**src/rtl/fetch_pkg.sv**
```systemverilog
// Shared types and constants for the fetch stage: BTB entry layout,
// 2-bit PHT counter encodings and the counter update rule.
package fetch_pkg;

  localparam int PC_MSB  = 31;
  localparam int IDX_MSB = 7;
  localparam int BTB_MSB = 3;
  localparam int TAG_W   = PC_MSB - BTB_MSB - 2;
  localparam logic [31:0] FETCH_RESET_PC = 32'h0;

  typedef enum logic [1:0] {
    SNT = 2'b00,
    WNT = 2'b01,
    WT  = 2'b10,
    ST  = 2'b11
  } pht_state_e;

  typedef struct packed {
    logic              valid;
    logic [TAG_W-1:0]  tag;
    logic [PC_MSB:0]   target;
    logic              is_cond;
  } btb_entry_t;

  // Saturating 2-bit counter step.
  function automatic logic [1:0] pht_next(input logic [1:0] s, input logic taken);
    if (taken) return (s == ST) ? ST : s + 2'd1;
    else       return (s == SNT) ? SNT : s - 2'd1;
  endfunction

endpackage

```
**src/rtl/gshare_predictor.sv**
```systemverilog
// Gshare direction predictor: PHT of 2-bit counters indexed by PC ^ GHR,
// with a speculative history shift and a non-speculative restore on flush.
module gshare_predictor
  import fetch_pkg::*;
#(
  parameter int INDEX = IDX_MSB
) (
  input  logic             clk,
  input  logic             i_rst_n,
  input  logic [INDEX:0]   i_pc_bits,
  input  logic             i_spec_shift,
  input  logic             i_spec_bit,
  input  logic             i_restore,
  input  logic [INDEX:0]   i_restore_ghr,
  input  logic             i_upd_valid,
  input  logic             i_upd_taken,
  input  logic [INDEX:0]   i_upd_index,
  output logic [INDEX:0]   o_idx,
  output logic [1:0]       o_state
);

  localparam int PHT_N = 2 ** (INDEX + 1);

  logic [INDEX:0]   r_ghr;
  logic [1:0]       r_pht [PHT_N];
  logic [PHT_N-1:0] w_pht_we;
  logic [INDEX:0]   w_idx;

  assign w_idx   = i_pc_bits ^ r_ghr;
  assign o_idx   = w_idx;
  assign o_state = r_pht[w_idx];

  for (genvar gi = 0; gi < PHT_N; gi++) begin : g_pht_we
    assign w_pht_we[gi] = i_upd_valid && (i_upd_index == (INDEX + 1)'(gi));
  end

  // Restore outranks the speculative shift; a flush cycle never advances.
  always_ff @(posedge clk) begin
    if (!i_rst_n)          r_ghr <= '0;
    else if (i_restore)    r_ghr <= i_restore_ghr;
    else if (i_spec_shift) r_ghr <= {r_ghr[INDEX-1:0], i_spec_bit};
  end

  always_ff @(posedge clk) begin
    if (!i_rst_n) begin
      for (int i = 0; i < PHT_N; i++) r_pht[i] <= WNT;
    end else begin
      for (int i = 0; i < PHT_N; i++)
        if (w_pht_we[i]) r_pht[i] <= pht_next(r_pht[i], i_upd_taken);
    end
  end

endmodule

```
**src/rtl/instr_fetch.sv**
```systemverilog
// Fetch stage: PC register, direct-mapped BTB and gshare lookup, with outputs
// registered alongside the synchronous I-mem read so decode sees them aligned.
module instr_fetch
  import fetch_pkg::*;
#(
  parameter int          WIDTH    = PC_MSB,
  parameter int          INDEX    = IDX_MSB,
  parameter int          BTB_IDX  = BTB_MSB,
  parameter logic [31:0] RESET_PC = FETCH_RESET_PC
) (
  input  logic             clk,
  input  logic             globalReset_n,
  input  logic             freeze,
  input  logic             flush,
  input  logic [WIDTH:0]   flushPC,
  input  logic [INDEX:0]   restoreGHR,
  input  logic             updValid,
  input  logic             updIsCond,
  input  logic             updTaken,
  input  logic [INDEX:0]   updIndex,
  input  logic [WIDTH:0]   updPC,
  input  logic [WIDTH:0]   updTarget,
  output logic [WIDTH:0]   imemAddr,
  output logic [WIDTH:0]   instrPC,
  output logic [WIDTH:0]   predictedPCF,
  output logic [INDEX:0]   GHRIndex,
  output logic [1:0]       PHTState,
  output logic             redirect,
  output logic             fetchValid
);

  localparam int BTB_N = 2 ** (BTB_IDX + 1);

  logic [WIDTH:0]   r_pc;
  logic [WIDTH:0]   r_instr_pc;
  logic [WIDTH:0]   r_pred_pc;
  logic [INDEX:0]   r_ghr_index;
  logic [1:0]       r_pht_state;
  logic             r_redirect;
  logic             r_fetch_valid;
  btb_entry_t       r_btb [BTB_N];

  logic [BTB_N-1:0] w_btb_we;
  btb_entry_t       w_btb_wr;
  btb_entry_t       w_btb_rd;
  logic             w_hit;
  logic             w_taken;
  logic             w_advance;
  logic [WIDTH:0]   w_next_pc;
  logic [INDEX:0]   w_idx;
  logic [1:0]       w_pht_state;
  logic             w_unused;

  assign w_unused = ^updPC[1:0];

  // BTB lookup and next-PC prediction, all combinational on the PC register.
  assign w_btb_rd  = r_btb[r_pc[BTB_IDX+2:2]];
  assign w_hit     = w_btb_rd.valid && (w_btb_rd.tag == r_pc[WIDTH:BTB_IDX+3]);
  assign w_taken   = w_hit && (!w_btb_rd.is_cond || w_pht_state[1]);
  assign w_next_pc = w_taken ? w_btb_rd.target : r_pc + (WIDTH + 1)'(4);
  assign w_advance = !flush && !freeze;

  gshare_predictor #(.INDEX(INDEX)) u_gshare (
    .clk           (clk),
    .i_rst_n       (globalReset_n),
    .i_pc_bits     (r_pc[INDEX+2:2]),
    .i_spec_shift  (w_advance && w_hit && w_btb_rd.is_cond),
    .i_spec_bit    (w_taken),
    .i_restore     (flush),
    .i_restore_ghr (restoreGHR),
    .i_upd_valid   (updValid && updIsCond),
    .i_upd_taken   (updTaken),
    .i_upd_index   (updIndex),
    .o_idx         (w_idx),
    .o_state       (w_pht_state)
  );

  assign w_btb_wr = '{valid:   1'b1,
                      tag:     updPC[WIDTH:BTB_IDX+3],
                      target:  updTarget,
                      is_cond: updIsCond};

  for (genvar gi = 0; gi < BTB_N; gi++) begin : g_btb_we
    assign w_btb_we[gi] = updValid && updTaken &&
                          (updPC[BTB_IDX+2:2] == (BTB_IDX + 1)'(gi));
  end

  // Only taken resolutions allocate, so not-taken branches never pollute the BTB.
  always_ff @(posedge clk) begin
    if (!globalReset_n) begin
      for (int i = 0; i < BTB_N; i++) r_btb[i] <= '0;
    end else begin
      for (int i = 0; i < BTB_N; i++)
        if (w_btb_we[i]) r_btb[i] <= w_btb_wr;
    end
  end

  always_ff @(posedge clk) begin
    if (!globalReset_n) begin
      r_pc          <= RESET_PC[WIDTH:0];
      r_instr_pc    <= '0;
      r_pred_pc     <= '0;
      r_ghr_index   <= '0;
      r_pht_state   <= '0;
      r_redirect    <= 1'b0;
      r_fetch_valid <= 1'b0;
    end else if (flush) begin
      r_pc          <= flushPC;
      r_instr_pc    <= '0;
      r_pred_pc     <= '0;
      r_ghr_index   <= '0;
      r_pht_state   <= '0;
      r_redirect    <= 1'b0;
      r_fetch_valid <= 1'b0;
    end else if (!freeze) begin
      r_pc          <= w_next_pc;
      r_instr_pc    <= r_pc;
      r_pred_pc     <= w_next_pc;
      r_ghr_index   <= w_idx;
      r_pht_state   <= w_pht_state;
      r_redirect    <= w_taken;
      r_fetch_valid <= 1'b1;
    end
  end

  assign imemAddr     = r_pc;
  assign instrPC      = r_instr_pc;
  assign predictedPCF = r_pred_pc;
  assign GHRIndex     = r_ghr_index;
  assign PHTState     = r_pht_state;
  assign redirect     = r_redirect;
  assign fetchValid   = r_fetch_valid;

endmodule

```
**config.mk**
```make
export PLATFORM = sky130hd
export DESIGN_NAME = instr_fetch
export DESIGN_NICKNAME = d
export VERILOG_FILES = /design/src/rtl/fetch_pkg.sv /design/src/rtl/gshare_predictor.sv /design/src/rtl/instr_fetch.sv
export SDC_FILE = /design/constraint.sdc
export NUM_CORES = 2
export LEC_CHECK = 0
export CELL_PAD_IN_SITES_DETAIL_PLACEMENT = 2
export CELL_PAD_IN_SITES_GLOBAL_PLACEMENT = 2
export CORE_ASPECT_RATIO = 0.9
export CORE_MARGIN = 4
export CORE_UTILIZATION = 44
export DETAILED_ROUTE_END_ITERATION = 8
export PLACE_DENSITY = 0.8
export SLEW_MARGIN = 20
export SYNTH_ARGS = -nofsm -noshare
export SYNTH_HDL_FRONTEND = slang
export SYNTH_SLANG_ARGS = --single-unit
export TNS_END_PERCENT = 10
```
**constraint.sdc**
```tcl
create_clock -name clk -period 9.49 [get_ports clk]
set_input_delay 2.847 -clock clk [delete_from_list [all_inputs] [get_ports clk]]
set_output_delay 2.847 -clock clk [all_outputs]
set_load 0.05 [all_outputs]
```
* After elaboration in Yosys (flattened, before gate mapping) *
Memories as Yosys holds them, arrays and structs flattened. A register that Yosys moved wholly into a read port is not among the register bits.
Cells that the tools add are included.

storage, ports and cells
  RAM bits = 1,472
  input bits = 119
  output and inout port bits = 108
  bits in registers = 116
  memories = 2

operators by class
  reductions and logical operators = 543
  bitwise logic cells = 274
  mux-type cells = 2,376
  $add $sub $neg = 513
  equal/unequal tests = 528

memory list
  memory          words  width  rd ports  clocked after Yosys merged registers in  wr ports  line                    source
  r_btb           16     60     1         1                                        16        instr_fetch.sv:41       btb_entry_t r_btb [BTB_N];
  u_gshare.r_pht  256    2      257       0                                        256       gshare_predictor.sv:25  logic [1:0] r_pht [PHT_N];

operators with widths
  cell                                               number
  two-way mux 2 bit                                  1,536
  == test 8 bit (second input constant)              128
  two-way mux 60 bit                                 16
  two-way mux 1 bit                                  817
  adder 2 x 1 -> 2 bit (second input constant)       256
  == test 2 bit (second input constant)              256
  == test 8 x 7 -> 1 bit (second input constant)     64
  logical NOT 2 bit                                  256
  subtractor 2 x 1 -> 2 bit (second input constant)  256
  logical AND 1 bit                                  279
  bitwise OR 1 bit                                   272
  == test 8 x 6 -> 1 bit (second input constant)     32
  == test 8 x 5 -> 1 bit (second input constant)     16
  two-way mux 32 bit                                 3
  == test 8 x 4 -> 1 bit (second input constant)     8
  adder 32 x 3 -> 32 bit (second input constant)     1
  == test 4 bit (second input constant)              8
  == test 8 x 3 -> 1 bit (second input constant)     4
  == test 26 bit                                     1
  == test 4 x 3 -> 1 bit (second input constant)     4
  == test 8 x 2 -> 1 bit (second input constant)     2
  two-way mux 8 bit                                  2
  == test 4 x 2 -> 1 bit (second input constant)     2
  == test 8 x 1 -> 1 bit (second input constant)     1
  11 further kinds                                   14

* Depth between registers and ports, before layout *
An unclocked memory read counts as a cell.

  word-level depth = 9
  gate-level depth with buffers = 17
  depth with buffers taken out = 10

* Modules after synthesis *
A second synthesis with hierarchy kept.

second synthesis, totals
  cells, all modules = 6,208
  area, all modules = 76,759.9 um^2

modules (own cells, without submodules)
  module            area each (um^2)  cells each  times used
  instr_fetch       45,102.0          3,001       1
  gshare_predictor  31,657.9          3,207       1

* Worst setup path after synthesis *
OpenSTA, ideal clock, no wires.

  path type = input -> register
  from = input updTaken
  to = memory r_btb[12][0] (netlist bit) (enable)
  arrival time = 8.319 ns
  path buffers = 3
  stages on the path = 5
  required time = 8.923 ns
  path slack = 0.604 ns
  library setup time = 0.567 ns
  cells stage by stage = clkbuf_1 > clkbuf_1 > clkbuf_1 > nand4_1 > o31ai_1

RTL lines
  what                line               source
  start: declaration  instr_fetch.sv:19  input logic updTaken,
  end: declaration    instr_fetch.sv:41

==> flow_summary.yaml <==
detailed_routing:
  drt_iter0_markers: 6536
  remaining_drc_errors: 0
  vias_per_cell: 6.60
  routed_wl_um: 303000
  drt_pass1_iterations: 5
  vias: 55500
  drt.antenna.violating_nets: 0
  wl_per_cell_um: 36.1
timing:
  final_max_slew_viol_count: 0
  timing.hold.ws_ns: 0.457
  setup_viol: 0
  relSlewSlack_pct: 16.4
  finalClockSkew_ns: 0.0489
  rsz0062_at_grt: "false"
  worstMarginPinSlew_ns: 1.25
  finalHoldViolCount: 0
  final.setup.tns_ns: 0
  max_freq_mhz: 163
  fin_crit_sh_pct: 64.6
  setup_slack_ns: 3.36
  layout_min_cycle_time_ns: 6.13
clock_network:
  clk_pin_slew_ns: 0.07
  numCtsBuffers: 170
  ctsHoldBuffers: 0
  clock_path_buffers: 3
  cts_setup_buffers: 0
  cts_resized: 0
  clk_latency_ns: 0.85
  cts-root-buf: "clkbuf_16"
  cts_sinks: 1592
  ctsHtreeMaxLevel: 4
  cts_tree: "yes"
layout:
  layout_commonest_cell: "edfxtp_1"
  nets: 6109
  layout_common_cells: "edfxtp_1 (1463), nand2_1 (755), nor2_1 (666)"
  drive_gt1_share_pct: 13.0
  fillers: 16200
  syn2layout_area_growth_pct: 13.0
critical_path:
  cp_max_fo: 77
  reg2reg_to: "predictedPCF[12]$_SDFFE_PP0N_"
  cp_cell_sequence: "buf_12 -> buf_4 -> mux2i_1 -> a22oi_1 -> nand3_1 -> a2111oi_0 -> o2bb2ai_1 -> nor4_1 -> nand4b_1 -> a211oi_4 -> buf_4 -> mux2i_1 -> o21ai_1"
  critPathMaxStageDelay_ns: 0.67
  path_class: "reg2reg"
  cp_data_required_time_ns: 10.19
  startpoint_type: "register"
  regToRegSetupSlack_ns: 3.36
  slowest_stage: "dfxtp_4"
  cp.arrival_ns: 6.83
  worstRegToRegCells: 13
  worstSetupEndpointType: "register"
floorplan:
  ios: 227
  die_width_um: 445
  start_util_pct: 44.2
  die_h_um: 402
  rows: 144
  dieArea_um2: 179000
  core_area_um2: 171000
power_and_ir_drop:
  power_density_nw_per_um2: 202
  p_leak_uw: 0.0289
  ir_drop_mv: 0.208
min_path:
  min_path_cells: 2
  min_to: "r_btb[5][59]$_SDFFE_PP1N_"
  hp-start: "r_btb[5][59]$_SDFFE_PP1N_"
  hp-class: "reg2reg"
global_routing:
  grt_pass1_wl_um: 437000
  grt_usage_pct: 33.4
  overflow: 0
  antenna_found_initial: 17
  grt_max_degree: 181
  grt_pass1_vias: 60100
yosys:
  netlist_area_um2: 75700
  seq_area_frac_synth_pct: 61.4
  syn_area_per_cell_um2: 12.6
  synth_edf_count: 1463
  yosysWarnings: 0
  synth_cell_types: 77
  syn_inst: 5992
  ys_ff_latch: 1592
  ys_dominant_reg_cell: "edfxtp_1"
  synthArstFlopShare_pct: 0
  synthesis.nets: 6112
placement:
  port_buffers: 224
  pre_cts_ws_ns: 2.82
  hpwl_um: 179000
  gp_congestion: 0.800
run_status:
  status: "finished, final reports clean"
run:
  maxCapViolCount: 0
==> metrics by stage <==
stage	area (um2)	instances	power (uW)	util, %
detailed placement	80100	8079	10500	46.8
global route	85600	8399	17700	50.0
global placement	80100	8079	10400	46.8
finish	85600	8402	17300	50.0
floorplan	75700	5992	9630	-
CTS	85500	8387	17300	50.0
==> synth_stat cells (all sizes together), types with 30 or more instances <==
library cell     n  area share [%]
edfxtp        1463              58
nand2          775             3.8
o21ai          715             4.7
nor2           668             3.3
clkbuf         415             2.1
mux4           382              11
inv            205             1.0
a21oi          175             1.2
mux2i          162             2.1
a211oi         134             1.3
or3            131             1.1
dfxtp          129             3.4
maj3           128             1.7
buf            110            0.89
nand3           74            0.49
xnor2           45            0.53
a22oi           39            0.39
nand4           30            0.26
==> critical path: cells and delay by family (launching register included) <==
| kind | cells | cell delay [ns] |
|---|---|---|
| buffers and inverters | 3 | 1.71 |
| AO/OA/AOI/OAI | 5 | 1.63 |
| AND/OR/NAND/NOR | 3 | 0.90 |
| multiplexers | 2 | 0.83 |
| flip-flops | 1 | 0.67 |
==> sequential cells by signal, indices dropped and copies added, names as in the netlist, named ones only <==
name            count
r_btb             960
u_gshare.r_pht    512
imemAddr           32
instrPC            32
predictedPCF       32
GHRIndex            8
u_gshare.r_ghr      8
PHTState            2
fetchValid          1
redirect            1
==> power by group <==
group          internal (uW)  switching (uW)
clock                   3670            3090
combinational            733            1380
sequential              8090             283
==> worst max-delay path by stage <==
stage | endpoint | depth (start not counted) | start | slack, ns
2_1_floorplan | r_btb[12][0]$_DFFE_PP_ | 5 | updTaken | 0.60
3_3_place_gp | r_btb[9][10]$_SDFFCE_PN0P_ | 5 | updPC[2] | 2.98
3_5_place_dp | r_btb[9][10]$_SDFFCE_PN0P_ | 5 | updPC[2] | 2.82
4_1_cts | imemAddr[12]$_SDFFE_PN0N_ | 13 | register | 3.61
5_1_grt | imemAddr[12]$_SDFFE_PN0N_ | 13 | register | 3.47
6_report | predictedPCF[12]$_SDFFE_PP0N_ | 13 | register | 3.36
==> logic make-up after synthesis <==
kind of cell             Yosys count  synth area share [%]
multiplexers                     549                  13.6
flip-flops                      1592                  61.4
AND/OR/NAND/NOR                 1773                  9.82
AO/OA/AOI/OAI                   1151                  8.61
XOR/XNOR                          67                 0.815
buffers and inverters            731                  3.97
adder cells (fa/ha/maj)          129                  1.71
==> routing by layer <==
| metal | vias up | part of all wire, % | GRT usage [%] |
|---|---|---|---|
| met3 | 894 | 6.8 | 5.14 |
| li1 | 22200 | - | - |
| met1 | 29500 | 36 | 39.0 |
| met2 | 2850 | 51 | 57.9 |
| met5 | - | 0.019 | 0 |
| met4 | 8 | 6.9 | 20.6 |
==> layout make-up <==
cell class | instances | area, um2 | area share, %
inverters | 206 | 778 | 0.909
clock buffers | 242 | 4790 | 5.60
diodes | 14 | 35.0 | 0.0409
repair buffers | 350 | 3370 | 3.93
well taps | 2263 | 2830 | 3.31
clock inverters | 66 | 643 | 0.751
multi-input cells | 3669 | 26600 | 31.1
flip-flops and latches | 1592 | 46500 | 54.4
(Power assumes the default switching activity.)
==> RTL edit (same flow settings) <==
Change the package constant `IDX_MSB` from 7 to 8.
--- a/src/rtl/fetch_pkg.sv
+++ b/src/rtl/fetch_pkg.sv
@@ -4,5 +4,5 @@
 
   localparam int PC_MSB  = 31;
-  localparam int IDX_MSB = 7;
+  localparam int IDX_MSB = 8;
   localparam int BTB_MSB = 3;
   localparam int TAG_W   = PC_MSB - BTB_MSB - 2;
Interface: changed (resized GHRIndex, restoreGHR and updIndex); port bits go from 227 to 230. The function was not compared with the original's and may differ.
==> RTL edit against the original RTL <==
  * Synthesized area grew 40%
  * Critical path depth shrank 1
  * Final area grew 38%
  * Sequential share of layout area down 1.9 points
  * Critical endpoint is now predictedPCF[1]
  * Die area grew 39%
  * Setup slack got worse by 0.48 ns
  * Total power up 35%
  * Sequential cell count up 514
  * Utilization decreased by 0.62 points
  * Routed wire length grew 45%
==> RTL edit: results (changes against the original RTL) <==
| Metric | Value |
|---|---|
| Adder-Cell Fraction of Synth Area | 0.0243 (was 0.0171) |
| Post-synth EDFFs | 1975 (was 1463) |
| Multi-input combinational area share | 0.338 (was 0.311) |
| Non-CTS buffers | 382 (was 350) |
| Commonest cells post-synth | edfxtp_1, nand2_1, o21ai_0 (was edfxtp_1, nand2_1, nor2_1) |
| Worst Setup EP | predictedPCF[1] (was predictedPCF[12]) |
| Sequential share of power | 0.475 (was 0.485) |
| Clock Path Buffers | 4 (was 3) |
| Antenna cells | 19 (was 14) |
| Synth Cell Area | 0.106 mm2 (was 0.0757 mm2) |
| Inverters excl. clock | 340 (was 206) |
| GPL Wtd Cong | 0.824 (was 0.800) |
| Leak pwr | 0.0405 uW (was 0.0289 uW) |
| DR iter-0 viols | 9921 (was 6536) |
| Via count | 82417 (was 55463) |
| Non-clk buf share | 0.0313 (was 0.0393) |
| Unique masters post-synth | 79 (was 77) |
| Comb pwr | 3160 uW (was 2110 uW) |
| Synth Area in Compound Gates | 0.112 (was 0.0861) |
| Worst Path Arrival | 7.35 ns (was 6.83 ns) |
| Vias in the first global route | 88502 (was 60077) |
| CTS Buf Count | 230 (was 170) |
| Insertion delay to the later sink of the worst-skew pair | 0.96 ns (was 0.85 ns) |
| Share of cells above drive strength 1 | 0.124 (was 0.130) |
| Comb pwr share | 0.135 (was 0.123) |
| Status | complete, no violations (unchanged) |
| NetSw | 6570 uW (was 4760 uW) |
| Avg WL per Cell | 36.2 um (was 36.1 um) |
| First-pass GRT wire length | 635 mm (was 437 mm) |
| Clock Network Area Fraction | 0.0610 (was 0.0635) |
| Worst Path Max Fanout | 40 (was 77) |
RTL edit: metal layers:
metal | up-vias | track usage | routed length [um]
li1 | 32832 | - | -
met1 | 43444 | 0.428 | 161000
met2 | 4814 | 0.576 | 212000
met3 | 1317 | 0.0651 | 39600
met4 | 10 | 0.183 | 27100
met5 | - | 0 | 65
RTL edit: worst min path at each step:
stage,from,end,depth (start not counted)
final,GHRIndex[1],GHRIndex[1],2
after global routing,predictedPCF[11],predictedPCF[11],1
after CTS,predictedPCF[11],predictedPCF[11],1
after detailed placement,predictedPCF[11],predictedPCF[11],1
after global placement,r_btb[5][59],r_btb[5][59],2
after floorplan,r_btb[2][59],r_btb[2][59],2
RTL edit: tightest hold or removal path, delay by kind of cell (launching register included):
family | cells | cell delay [ns]
flops | 1 | 0.31
simple gates | 1 | 0.06
compound gates | 1 | 0.05
RTL edit: metrics by stage:
stage	setup slack, ns	cells
after floorplan	0.940	8943
after global placement	2.37	11707
after detailed placement	2.16	11708
after CTS	2.99	12128
after global routing	2.97	12130
final	2.88	12148
